## config.mk

```make
export PLATFORM = sky130hd
export DESIGN_NAME = wb_commit_unit_flat
export DESIGN_NICKNAME = d
export VERILOG_FILES = /design/src/rtl/wb_commit_unit_pkg.sv /design/src/rtl/wb_commit_unit_if.sv /design/src/rtl/wb_commit_unit_fifo.sv /design/src/rtl/wb_commit_unit.sv /design/src/flat_wrapper.sv
export SDC_FILE = /design/constraint.sdc
export NUM_CORES = 1
export LEC_CHECK = 0
export CAP_MARGIN = 20
export CORE_MARGIN = 4
export CORE_UTILIZATION = 55
export CTS_CLUSTER_DIAMETER = 50
export DETAILED_ROUTE_END_ITERATION = 7
export PLACE_DENSITY = 0.85
export SYNTH_ARGS = -nofsm -noshare
export SYNTH_HDL_FRONTEND = slang
export SYNTH_SLANG_ARGS = --single-unit
```

## constraint.sdc

```tcl
create_clock -name clk -period 5.7 [get_ports clk]
set_input_delay 1.14 -clock clk [delete_from_list [all_inputs] [get_ports clk]]
set_output_delay 1.14 -clock clk [all_outputs]
set_load 0.02 [all_outputs]
```

## src/rtl/wb_commit_unit_pkg.sv

```systemverilog
// Shared types and constants for the write-back commit unit.
package wb_commit_unit_pkg;
  localparam int WB_DATA_W = 16;
  localparam int WB_ADDR_W = 3;
  localparam logic [WB_ADDR_W-1:0] R0 = '0;

  typedef struct packed {
    logic [WB_ADDR_W-1:0] rd;
    logic [WB_DATA_W-1:0] data;
  } wb_entry_t;

  typedef enum logic {MEM_PRI = 1'b0, ALU_PRI = 1'b1} arb_state_e;
endpackage

```

## src/rtl/wb_commit_unit_if.sv

```systemverilog
// Result handshakes from the ALU and load paths into the commit unit.
interface wb_commit_unit_if
  import wb_commit_unit_pkg::*;
#(
    parameter int DATA_W = WB_DATA_W,
    parameter int ADDR_W = WB_ADDR_W
);
    logic              alu_valid;
    logic [ADDR_W-1:0] alu_rd;
    logic [DATA_W-1:0] alu_data;
    logic              alu_ready;
    logic              mem_valid;
    logic [ADDR_W-1:0] mem_rd;
    logic [DATA_W-1:0] mem_data;
    logic              mem_ready;

    modport master (
        output alu_valid, alu_rd, alu_data, mem_valid, mem_rd, mem_data,
        input  alu_ready, mem_ready
    );
    modport slave (
        input  alu_valid, alu_rd, alu_data, mem_valid, mem_rd, mem_data,
        output alu_ready, mem_ready
    );
endinterface

```

## src/rtl/wb_commit_unit_fifo.sv

```systemverilog
// In-order commit queue; exports slot contents and valid bits for forwarding.
module wb_commit_fifo
  import wb_commit_unit_pkg::*;
#(
    parameter int DEPTH = 4,
    localparam int PTR_W = $clog2(DEPTH),
    localparam int CNT_W = $clog2(DEPTH) + 1
) (
    input  logic                  clk,
    input  logic                  rst,
    input  logic                  push,
    input  wb_entry_t             push_entry,
    input  logic                  pop,
    input  logic                  flush,
    output wb_entry_t             head,
    output wb_entry_t [DEPTH-1:0] entries,
    output logic [DEPTH-1:0]      entry_valid,
    output logic [PTR_W-1:0]      rd_ptr,
    output logic [CNT_W-1:0]      count,
    output logic                  full,
    output logic                  empty
);
    logic [PTR_W-1:0] wr_ptr;

    assign head  = entries[rd_ptr];
    assign full  = (count == CNT_W'(DEPTH));
    assign empty = (count == '0);

    always_ff @(posedge clk or negedge rst) begin
        if (!rst) begin
            wr_ptr      <= '0;
            rd_ptr      <= '0;
            count       <= '0;
            entry_valid <= '0;
            entries     <= '0;
        end else if (flush) begin
            wr_ptr      <= '0;
            rd_ptr      <= '0;
            count       <= '0;
            entry_valid <= '0;
        end else begin
            // Pop before push so a full-queue push+pop on the same slot leaves it valid.
            if (pop) begin
                entry_valid[rd_ptr] <= 1'b0;
                rd_ptr              <= rd_ptr + PTR_W'(1);
            end
            if (push) begin
                entries[wr_ptr]     <= push_entry;
                entry_valid[wr_ptr] <= 1'b1;
                wr_ptr              <= wr_ptr + PTR_W'(1);
            end
            case ({push, pop})
                2'b10:   count <= count + CNT_W'(1);
                2'b01:   count <= count - CNT_W'(1);
                default: count <= count;
            endcase
        end
    end
endmodule

```

## src/rtl/wb_commit_unit.sv

```systemverilog
// Write-back commit unit: arbitrates ALU/load results into the register file.
// Optional pending-value forwarding is enabled with `define WB_FORWARD_EN.
module wb_commit_unit
  import wb_commit_unit_pkg::*;
#(
    parameter int DATA_W = WB_DATA_W,
    parameter int ADDR_W = WB_ADDR_W,
    parameter int DEPTH  = 4
) (
    input  logic                   clk,
    input  logic                   rst,
    wb_commit_unit_if.slave        src,
    input  logic                   rf_busy,
    input  logic                   flush,
    output logic                   RegWrite,
    output logic                   rf_enable,
    output logic [ADDR_W-1:0]      RW,
    output logic [DATA_W-1:0]      WD,
    input  logic [ADDR_W-1:0]      fwd_ra,
    input  logic [ADDR_W-1:0]      fwd_rb,
    output logic                   fwd_a_hit,
    output logic [DATA_W-1:0]      fwd_a_data,
    output logic                   fwd_b_hit,
    output logic [DATA_W-1:0]      fwd_b_data,
    output logic [$clog2(DEPTH):0] wb_count,
    output logic                   wb_empty
);
    localparam int PTR_W = $clog2(DEPTH);

    arb_state_e            arb_q;
    wb_entry_t             alu_entry, mem_entry, in_entry, head, commit_entry;
    wb_entry_t [DEPTH-1:0] entries;
    logic [DEPTH-1:0]      entry_valid;
    logic [PTR_W-1:0]      rd_ptr;
    logic                  q_full, q_empty;
    logic                  grant_mem, grant_alu, space, pop, accept, push_in, bypass, commit;

    assign alu_entry = '{rd: src.alu_rd, data: src.alu_data};
    assign mem_entry = '{rd: src.mem_rd, data: src.mem_data};

    assign grant_mem = src.mem_valid && (!src.alu_valid || arb_q == MEM_PRI);
    assign grant_alu = src.alu_valid && !grant_mem;

    assign pop   = !q_empty && !rf_busy && !flush;
    assign space = (!q_full || pop) && !flush;

    assign src.mem_ready = grant_mem && space;
    assign src.alu_ready = grant_alu && space;

    assign accept   = src.mem_ready || src.alu_ready;
    assign in_entry = grant_mem ? mem_entry : alu_entry;
    assign push_in  = accept && (in_entry.rd != R0);
    // Empty queue and free write port: commit straight from the input.
    assign bypass   = push_in && q_empty && !rf_busy;

    assign commit       = pop || bypass;
    assign commit_entry = pop ? head : in_entry;

    wb_commit_fifo #(.DEPTH(DEPTH)) u_fifo (
        .clk         (clk),
        .rst         (rst),
        .push        (push_in && !bypass),
        .push_entry  (in_entry),
        .pop         (pop),
        .flush       (flush),
        .head        (head),
        .entries     (entries),
        .entry_valid (entry_valid),
        .rd_ptr      (rd_ptr),
        .count       (wb_count),
        .full        (q_full),
        .empty       (q_empty)
    );

    always_ff @(posedge clk or negedge rst) begin
        if (!rst) begin
            arb_q     <= MEM_PRI;
            RegWrite  <= 1'b0;
            rf_enable <= 1'b0;
            RW        <= '0;
            WD        <= '0;
        end else begin
            RegWrite  <= commit;
            rf_enable <= commit;
            if (commit) begin
                RW <= commit_entry.rd;
                WD <= commit_entry.data;
            end
            if (accept && src.alu_valid && src.mem_valid)
                arb_q <= (arb_q == MEM_PRI) ? ALU_PRI : MEM_PRI;
        end
    end

    assign wb_empty = q_empty && !RegWrite;

`ifdef WB_FORWARD_EN
    logic [1:0][ADDR_W-1:0] fwd_addr;
    logic [1:0]             fwd_hit;
    logic [1:0][DATA_W-1:0] fwd_data;
    logic [PTR_W-1:0]       idx;

    assign fwd_addr = {fwd_rb, fwd_ra};

    // Scan oldest to youngest so the last match is the youngest pending value.
    always_comb begin
        fwd_hit  = '0;
        fwd_data = '0;
        idx      = '0;
        for (int p = 0; p < 2; p++) begin
            if (RegWrite && RW == fwd_addr[p] && fwd_addr[p] != R0) begin
                fwd_hit[p]  = 1'b1;
                fwd_data[p] = WD;
            end
            for (int i = 0; i < DEPTH; i++) begin
                idx = rd_ptr + PTR_W'(i);
                if (entry_valid[idx] && entries[idx].rd == fwd_addr[p] && fwd_addr[p] != R0) begin
                    fwd_hit[p]  = 1'b1;
                    fwd_data[p] = entries[idx].data;
                end
            end
        end
    end

    assign fwd_a_hit  = fwd_hit[0];
    assign fwd_a_data = fwd_data[0];
    assign fwd_b_hit  = fwd_hit[1];
    assign fwd_b_data = fwd_data[1];
`else
    logic fwd_unused;
    assign fwd_unused = ^{fwd_ra, fwd_rb, entries, entry_valid, rd_ptr};
    assign fwd_a_hit  = 1'b0;
    assign fwd_a_data = '0;
    assign fwd_b_hit  = 1'b0;
    assign fwd_b_data = '0;
`endif
endmodule

```

## src/flat_wrapper.sv

```systemverilog
// flat-port wrapper written by rule: the top's interface ports become plain ports
module wb_commit_unit_flat import wb_commit_unit_pkg::*;
#(
    parameter int DATA_W = WB_DATA_W,
    parameter int ADDR_W = WB_ADDR_W,
    parameter int DEPTH  = 4
)
  (clk, rst, rf_busy, flush, RegWrite, rf_enable, RW, WD, fwd_ra, fwd_rb, fwd_a_hit, fwd_a_data, fwd_b_hit, fwd_b_data, wb_count, wb_empty, src_alu_valid, src_alu_rd, src_alu_data, src_mem_valid, src_mem_rd, src_mem_data, src_alu_ready, src_mem_ready);
  wb_commit_unit_if #(.DATA_W(DATA_W), .ADDR_W(ADDR_W)) src_i ();
  input  logic clk;
  input  logic rst;
  input  logic rf_busy;
  input  logic flush;
  output logic RegWrite;
  output logic rf_enable;
  output logic [ADDR_W-1:0] RW;
  output logic [DATA_W-1:0] WD;
  input  logic [ADDR_W-1:0] fwd_ra;
  input  logic [ADDR_W-1:0] fwd_rb;
  output logic fwd_a_hit;
  output logic [DATA_W-1:0] fwd_a_data;
  output logic fwd_b_hit;
  output logic [DATA_W-1:0] fwd_b_data;
  output logic [$clog2(DEPTH):0] wb_count;
  output logic wb_empty;
  input wire logic [$bits(src_i.alu_valid)-1:0] src_alu_valid;
  input wire logic [$bits(src_i.alu_rd)-1:0] src_alu_rd;
  input wire logic [$bits(src_i.alu_data)-1:0] src_alu_data;
  input wire logic [$bits(src_i.mem_valid)-1:0] src_mem_valid;
  input wire logic [$bits(src_i.mem_rd)-1:0] src_mem_rd;
  input wire logic [$bits(src_i.mem_data)-1:0] src_mem_data;
  output wire logic [$bits(src_i.alu_ready)-1:0] src_alu_ready;
  output wire logic [$bits(src_i.mem_ready)-1:0] src_mem_ready;
  assign src_i.alu_valid = src_alu_valid;
  assign src_i.alu_rd = src_alu_rd;
  assign src_i.alu_data = src_alu_data;
  assign src_i.mem_valid = src_mem_valid;
  assign src_i.mem_rd = src_mem_rd;
  assign src_i.mem_data = src_mem_data;
  assign src_alu_ready = src_i.alu_ready;
  assign src_mem_ready = src_i.mem_ready;
  wb_commit_unit #(.DATA_W(DATA_W), .ADDR_W(ADDR_W), .DEPTH(DEPTH)) u_core (.clk(clk), .rst(rst), .src(src_i), .rf_busy(rf_busy), .flush(flush), .RegWrite(RegWrite), .rf_enable(rf_enable), .RW(RW), .WD(WD), .fwd_ra(fwd_ra), .fwd_rb(fwd_rb), .fwd_a_hit(fwd_a_hit), .fwd_a_data(fwd_a_data), .fwd_b_hit(fwd_b_hit), .fwd_b_data(fwd_b_data), .wb_count(wb_count), .wb_empty(wb_empty));
endmodule
```

* Word-level counts from Yosys, hierarchy flattened
Cells that the tools add are included.
** Storage, ports and cells
- Latch bits :: 0
- Register bits after elaboration :: 104
- Memory bits (read-only) :: 0
- Memories kept :: 0
- Bits in writable memories :: 0
- Output and inout port bits :: 61
- Input port bits :: 50
- Logic and storage cells :: 74
** Cells by class
- Div/mod/pow operators :: 0
- Multiply operators :: 0
- Add/subtract/negate cells :: 4
- Magnitude comparators :: 3
- Bitwise logic cells :: 2
- Shifts and indexed selects :: 0
- Multiplexer cells :: 14
- Reduce and logical (&&, ||, !) cells :: 33
- Eq/ne operators :: 3
** Operators by type and width (count)
- 76-bit bitwise mux :: 1
- 19-bit two-way mux :: 4
- 19-bit binary-select mux with 2-bit select :: 1
- 19-bit demux with 2-bit select :: 1
- 1-bit logical AND :: 15
- 1-bit logical NOT :: 8
- 2-bit two-way mux :: 4
- 2-bit by 3-bit < comparator with 1-bit output, second input constant :: 2
- 3-bit one-hot mux with 2 select lines :: 1
- 3-bit nonzero test :: 2
- 2-bit by 1-bit adder with 2-bit output, second input constant :: 2
- 1-bit logical OR :: 4
- 2-bit nonzero test :: 2
- 3-bit by 1-bit adder with 3-bit output, second input constant :: 1
- 3-bit == test, second input constant :: 1
- 3-bit logical NOT :: 1
- 3-bit two-way mux :: 1
- 3-bit by 1-bit subtractor with 3-bit output, second input constant :: 1
- 2-bit by 1-bit == test with 1-bit output, second input constant :: 1
- 2-bit == test, second input constant :: 1
- 2-bit by 1-bit >= comparator with 1-bit output, second input constant :: 1
- 1-bit NOT :: 2
- 2-bit AND reduction :: 1
- 1-bit two-way mux :: 1

* Longest topological paths before layout
Gate-level depths: netlist (run 1).
- Depth in word-level cells :: 16
- Depth in mapped cells :: 8
- Gate-level depth less buffers :: 7

* Modules after synthesis
A second synthesis (run 1) with hierarchy kept.
** Unflattened totals
- Cells, all modules :: 410
- Area total of the unflattened synthesis :: 5522.8 µm²
** By module, submodules not included
- wb_commit_fifo :: times used 1, cells each 245, seq. area each 2177.1 µm², area an instance 3916.3 µm²
- wb_commit_unit :: times used 1, cells each 165, seq. area each 525.5 µm², area an instance 1606.5 µm²

* Least setup slack after synthesis (run 1)
OpenSTA, ideal clock, no wires.
- Path kind :: input to output
- Start point :: in rf_busy
- End point :: out src_alu_ready
- Path slack :: 2591 ps
- Path buffers :: 1
- Arrival :: 1969 ps
- Stages on the path :: 4
- Data required time :: 4560 ps
- Cells stage by stage :: buf_2 a31oi_1 nand2_1 nor2_1
** On the way
- Longest elaborated chain between the ends :: 6
** Ends and longest elaborated chain
- from (decl) :: line flat_wrapper.sv:12 : input logic rf_busy;
- 1-bit logical NOT :: line wb_commit_unit.sv:44 : assign pop = !q_empty && !rf_busy && !flush;
- 1-bit logical AND (2 in a row) :: line wb_commit_unit.sv:44
- 1-bit logical OR :: line wb_commit_unit.sv:45 : assign space = (!q_full || pop) && !flush;
- 1-bit logical AND :: line wb_commit_unit.sv:45
- 1-bit logical AND :: line wb_commit_unit.sv:48 : assign src.alu_ready = grant_alu && space;
- to (decl) :: line flat_wrapper.sv:32 : output wire logic [$bits(src_i.alu_ready)-1:0] src_alu_ready;
No other way between the ends.

* Final worst setup path (run 1)
Ends and elaborated chain as after synthesis.

==> results of run 1 <==
## registers in the layout, summed over array words and instances, names as in the netlist
register / cells
u_core.arb_q: 1
u_core.RegWrite: 1
u_core.u_fifo.wr_ptr: 2
u_core.RW: 3
u_core.u_fifo.entries: 76
u_core.WD: 16
u_core.u_fifo.rd_ptr: 2
u_core.u_fifo.count: 3
## synthesized netlist by cell type, drive strengths merged
cell / instances / share of area
dfrtp: 104 / 0.49
nand2: 101 / 0.072
o21ai: 77 / 0.073
buf: 54 / 0.073
nor2: 27 / 0.019
and2: 21 / 0.025
o31ai: 21 / 0.048
mux2i: 19 / 0.036
mux4: 19 / 0.081
clkbuf: 15 / 0.011
nand3: 6 / 0.0057
ha: 4 / 0.0095
or3: 4 / 0.0047
xnor2: 4 / 0.0066
a31oi: 3 / 0.0036
nor3: 3 / 0.0028
a21oi: 2 / 0.0019
inv: 2 / 0.0014
nand2b: 2 / 0.0024
o211ai: 2 / 0.0028
a211oi: 1 / 0.0014
a21boi: 1 / 0.0021
a221oi: 1 / 0.0017
a311oi: 1 / 0.0017
a32o: 1 / 0.0021
a32oi: 1 / 0.0017
and3: 1 / 0.0021
conb: 1 / 0.00071
fa: 1 / 0.0038
nand3b: 1 / 0.0014
nand4b: 1 / 0.0017
nor4: 1 / 0.0024
nor4b: 1 / 0.0017
or2: 1 / 0.0012
xor2: 1 / 0.0017
## tightest hold or removal path, cell delays in order (launching register included)
cell	delay, ns
sky130_fd_sc_hd__dfrtp_1	0.35
sky130_fd_sc_hd__nand2_1	0.04
sky130_fd_sc_hd__o21ai_0	0.06
## cell type report
type | count | area, µm² | area share
clock inverter | 3 | 25.0 | 0.00412
multi-input combinational | 363 | 2360 | 0.389
sequential | 104 | 2600 | 0.429
tap | 129 | 161 | 0.0266
inverter | 2 | 7.51 | 0.00124
timing repair buffer | 78 | 758 | 0.125
clock buffer | 13 | 159 | 0.0262
## kinds of logic after synthesis
kind of cell | count (synthesis) | share of synthesized area
buffers and inverters | 71 | 0.0854
flip-flops | 104 | 0.493
XOR/XNOR | 5 | 0.00830
AO/OA/AOI/OAI | 111 | 0.140
adder cells (fa/ha/maj) | 5 | 0.0133
other | 1 | 0.000711
multiplexers | 38 | 0.117
AND/OR/NAND/NOR | 170 | 0.142
## report_power, final
part,internal (mW),switching [mW],leakage [nW]
sequential,1.03,0.168,1.33
clock,0.186,0.247,0.0902
combinational,0.472,0.483,1.19
total,1.69,0.898,2.61
## worst min-delay path by stage
stage                               from  cells past startpoint                   endpoint  slack, ns
2_1_floorplan  u_core.u_fifo.entries[38]                      2  u_core.u_fifo.entries[38]       0.44
3_3_place_gp    u_core.u_fifo.entries[9]                      2   u_core.u_fifo.entries[9]       0.46
3_5_place_dp   u_core.u_fifo.entries[72]                      2  u_core.u_fifo.entries[72]       0.47
4_1_cts        u_core.u_fifo.entries[72]                      2  u_core.u_fifo.entries[72]       0.49
5_1_grt        u_core.u_fifo.entries[44]                      2  u_core.u_fifo.entries[44]       0.51
6_report       u_core.u_fifo.entries[72]                      2  u_core.u_fifo.entries[72]       0.48
## per-layer routing
metal  wire, µm  up-vias  share of wire  track usage
li1           -     1773              -            -
met1       4740     1810           0.44        0.270
met2       5200      105           0.49        0.327
met3        593       13          0.056       0.0358
met4        126        0          0.012       0.0666
met5          0        -              0            0
==> out/qor.yml, run 1 <==
floorplan:
  start_util: 0.568
  boundaryPins: 111
  std_cell_rows: 35
  floorplan.die_area_um2: 11200
  dieHeight_um: 106
  fp.dieW_um: 106
  core_area_um2: 9280
critical_path:
  crit_end: "src_alu_ready"
  critPathCaptureType: "primary output"
  worst_path_dominant_cell_family: "buffers and inverters"
  worst-path-buf-inv: 2
  launching_point_of_the_worst_reg2reg_path: "u_core.arb_q"
  timing.critical_path.slowest_cell_delay_ns: 0.68
  critical-path-top-cell-by-count: "sky130_fd_sc_hd__clkdlybuf4s50_1"
  worst-r2r-cell-count: 8
  worstSetupStartpointType: "input port"
  cp.required_ns: 4.56
  cp_max_stage_cell: "sky130_fd_sc_hd__clkdlybuf4s50_1"
  critPathMaxFanout: 13
  worstSetupPathDepth: 5
  worstPathArrival_ns: 3.17
  rr_endpoint: "u_core.u_fifo.count[2]"
  cp-startpoint: "rf_busy"
  reg2reg_setup_slack_ns: 2.96
  critPathKind: "in -> out"
  critical_path_cell_by_cell: "clkdlybuf4s50_1 > a31oi_1 > nand2_1 > nor2_1 > clkdlybuf4s50_1"
global_routing:
  grt_first_pass_wirelength_um: 17900
  track_usage: 0.199
  largest_net_degree_at_the_start_of_global_routing: 76
  grt-ovfl-total: 0
  initial_antenna_violation_count: 0
  first_global_vias: 3615
route:
  drcViolationCount: 0
  post_drt_wl_per_cell_um: 15.4
  drt-total-wl_um: 10700
  detail_route.iter0.violations: 214
  drt-pass1-iter-count: 4
  final_antenna_net_count: 0
  drt-vias-per-instance: 5.35
  route.vias.total: 3701
placed_design:
  detailed_place_hpwl_um: 7080
  post-place-cells: 676
  finalWeightedCongestion: 0.755
  io_buffers: 70
  placement.setup.worst_slack_ns: 1.43
  dpl_cell_area_um2: 5890
clock_network:
  tritoncts: "built"
  clkSinkCount: 104
  clock_tree.buffer_depth: 2
  postCtsResizedCells: 0
  post_cts_hold_fix_bufs: 0
  cts.repair_timing.setup_buffer_count: 0
  cts_buffers: 9
  cts.reportedPaths.clkPinSlew_ns: 0.09
  clock_insertion_delay_worst_skew_ns: 0.36
  cts.root.buffer_cell: "sky130_fd_sc_hd__clkbuf_8"
  h-tree-depth: 3
cells_and_area:
  layout-area-overhead-vs-synth_pct: 15.1
  finalInstanceArea_um2: 6070
  final_core_util: 0.654
  finalNonFillerCells: 692
  layout.cells.most_common: "sky130_fd_sc_hd__dfrtp_1"
  num-nets-final: 613
  most_used_cells_in_the_layout_excluding_fill_and_tap_cells: "104 x sky130_fd_sc_hd__dfrtp_1, 101 x sky130_fd_sc_hd__nand2_1, 77 x sky130_fd_sc_hd__o21ai_0"
  insertedDiodeCount: 0
  final.fill_count: 719
  final_layout_size_suffix_gt1_frac: 0.117
power:
  leakage_power_nw: 2.61
  power.total_mw: 2.59
  ir_drop_mv: 0.185
  cellPowerDensity_nw_per_um2: 426
sta:
  fmax_mhz: 232
  finalHoldWorstSlack_ns: 0.481
  slew_viol_final: 0
  slew-limit-headroom: 0.313
  worstMarginPinSlew_ns: 1.03
  final.setup_skew_ns: 0.00902
  finalWorstSetupSlack_ns: 1.39
  final_hold_viol_count: 0
  final_cycle_share: 0.756
  final.setup.tns_ns: 0
  period_minus_slack_ns: 4.31
  timing.final.setup_violations: 0
  rsz0062_at_grt: "no"
hold_path:
  min_path_type: "reg -> reg"
logic_synthesis:
  synth-seq-area-share: 0.493
  post_synth_inst_count: 505
  yosys_warnings: 0
  synth.ff_latch_count: 104
  synthesized_cell_area_um2: 5280
  postSynthAreaPerCell_um2: 10.4
  yosysUniqueCellTypes: 39
flow_run:
  timing.max_cap.violations: 0
run_status:
  status: "completed"
No activity file was read; power rests on OpenSTA's default activity.
==> run 2, diff against run 1 <==
CORE_UTILIZATION = 46   (was 55)
PLACE_DENSITY = 0.76   (was 0.85)
clock period = 3.53 ns   (was 5.7 ns; I/O delays follow)
==> out/qor.yml, run 2 (same netlist as run 1, synthesis figures left out) <==
placed_design:
  detailed_place_hpwl_um: 7580  # +7.1%
  io_buffers: 70  # unchanged
  dpl_cell_area_um2: 5960  # +1.3%
  finalWeightedCongestion: 0.779  # +3.1%
critical_path:
  reg2reg_setup_slack_ns: 1.15  # -1.81 ns
  critPathMaxFanout: 5  # -8
  worstPathArrival_ns: 2.36  # -0.81 ns
  worstSetupStartpointType: "input port"
  critPathCaptureType: "primary output"
  rr_endpoint: "u_core.u_fifo.count[2]"
  cp.required_ns: 2.82  # -1.74 ns
  launching_point_of_the_worst_reg2reg_path: "u_core.u_fifo.count[1]"
  worst-r2r-cell-count: 7  # -1
  critPathKind: "in -> out"
cells_and_area:
  finalInstanceArea_um2: 6330  # +4.2%
  seq_area_um2: 2600  # unchanged
  most_used_cells_in_the_layout_excluding_fill_and_tap_cells: "104 x sky130_fd_sc_hd__dfrtp_1, 101 x sky130_fd_sc_hd__nand2_1, 77 x sky130_fd_sc_hd__o21ai_0"
  layout-area-overhead-vs-synth_pct: 20.0
  final_layout_size_suffix_gt1_frac: 0.135  # +0.0174
  multi_input_comb_area_um2: 2360  # unchanged
  layout.cells.most_common: "sky130_fd_sc_hd__dfrtp_1"
  largest_register_ffs: 76  # unchanged
  insertedDiodeCount: 0  # unchanged
  largest_registers: "u_core.u_fifo.entries x76, u_core.WD x16"
  num-nets-final: 622  # +1.5%
  final.fill_count: 957  # +33%
  registers.top_by_ff_count: "u_core.u_fifo.entries"
route:
  route.vias.total: 3762  # +1.6%
  drt-vias-per-instance: 5.28  # -1.2%
  drt-total-wl_um: 11100  # +3.9%
  final_antenna_net_count: 0  # unchanged
  post_drt_wl_per_cell_um: 15.5  # +0.97%
  drt-pass1-iter-count: 4  # unchanged
  detail_route.iter0.violations: 188  # -12%
  drcViolationCount: 0  # unchanged
sta:
  final_cycle_share: 0.869
  worstMarginPinSlew_ns: 0.993  # -0.0371 ns
  slew_viol_final: 0  # unchanged
  fmax_mhz: 326
  final.setup.tns_ns: 0  # unchanged
  final_hold_viol_count: 0  # unchanged
  rsz0062_at_grt: "no"
  final.setup_skew_ns: 0.00783  # -0.00119 ns
  period_minus_slack_ns: 3.07
  timing.final.setup_violations: 0  # unchanged
  finalHoldWorstSlack_ns: 0.311  # -0.170 ns
  slew-limit-headroom: 0.338  # +0.0247
clock_network:
  clock_tree.buffer_depth: 2  # unchanged
  h-tree-depth: 3  # unchanged
  cts.repair_timing.setup_buffer_count: 0  # unchanged
  postCtsResizedCells: 0  # unchanged
  cts_buffers: 9  # unchanged
  post_cts_hold_fix_bufs: 0  # unchanged
  cts.reportedPaths.clkPinSlew_ns: 0.07  # -0.02 ns
  clock_insertion_delay_worst_skew_ns: 0.34  # -0.02 ns
  tritoncts: "built"
  cts.root.buffer_cell: "sky130_fd_sc_hd__clkbuf_16"
  clkSinkCount: 104  # unchanged
floorplan:
  dieHeight_um: 115  # +8.6%
  fp.dieW_um: 115  # +8.6%
  floorplan.die_area_um2: 13200  # +18%
  boundaryPins: 111  # unchanged
  start_util: 0.478  # -0.0900
  std_cell_rows: 38  # +8.6%
  core_area_um2: 11000  # +19%
flow_run:
  timing.max_cap.violations: 0  # unchanged
global_routing:
  initial_antenna_violation_count: 0  # unchanged
  track_usage: 0.177  # -0.0221
  largest_net_degree_at_the_start_of_global_routing: 91  # +20%
  first_global_vias: 3937  # +8.9%
  grt-ovfl-total: 0  # unchanged
  grt_first_pass_wirelength_um: 18900  # +5.3%
power:
  cellPowerDensity_nw_per_um2: 726  # +70%
  ir_drop_mv: 0.382  # +110%
  leakage_power_nw: 2.73  # +4.8%
run_status:
  status: "completed"
hold_path:
  min_path_type: "in -> async"
==> run 2: worst max-delay path by stage <==
stage | from | to | slack (ns) | cells past startpoint
floorplan | src_alu_rd[0] | u_core.u_fifo.count[1] | 1.01 | 7
global placement | rf_busy | src_alu_ready | 0.44 | 5
detailed placement | src_mem_valid | u_core.u_fifo.count[2] | 0.43 | 8
CTS | rf_busy | src_alu_ready | 0.46 | 5
global route | rf_busy | src_alu_ready | 0.37 | 5
finish | rf_busy | src_alu_ready | 0.46 | 5
==> run 2: where the power goes <==
part	leakage [nW]	switching, mW	internal (mW)
Clock	0.165	0.458	0.637
Combinational	1.23	0.777	0.776
Sequential	1.33	0.278	1.67
==> run 2: area by class of cell <==
type,instances,share of cell area
sequential,104,0.411
multi-input combinational,363,0.373
timing repair buffer,87,0.134
clock buffer,9,0.0356
tap,140,0.0277
clock inverter,7,0.0180
inverter,2,0.00119
==> run 2: worst max-delay path: stages <==
cell                              delay (ns)
sky130_fd_sc_hd__clkdlybuf4s50_1        0.42
sky130_fd_sc_hd__a31oi_1                0.43
sky130_fd_sc_hd__nand2_1                0.10
sky130_fd_sc_hd__nor2_1                 0.09
sky130_fd_sc_hd__clkdlybuf4s50_1        0.61
==> run 2: through the flow <==
step / setup slack (ns) / util / total power [mW] / std cells
CTS: 0.465 / 0.571 / 4.64 / 711
floorplan: 1.01 / - / 2.98 / 538
global placement: 0.444 / 0.541 / 3.43 / 695
detailed placement: 0.428 / 0.541 / 3.53 / 695
global route: 0.369 / 0.574 / 4.90 / 712
finish: 0.461 / 0.574 / 4.59 / 712
==> run 2: routing by layer <==
metal  share of wire  GRT usage  wire, µm
met1            0.41      0.232      4560
met2            0.53      0.307      5840
met3           0.050     0.0274       553
met4           0.011     0.0485       121
met5               0          0         0
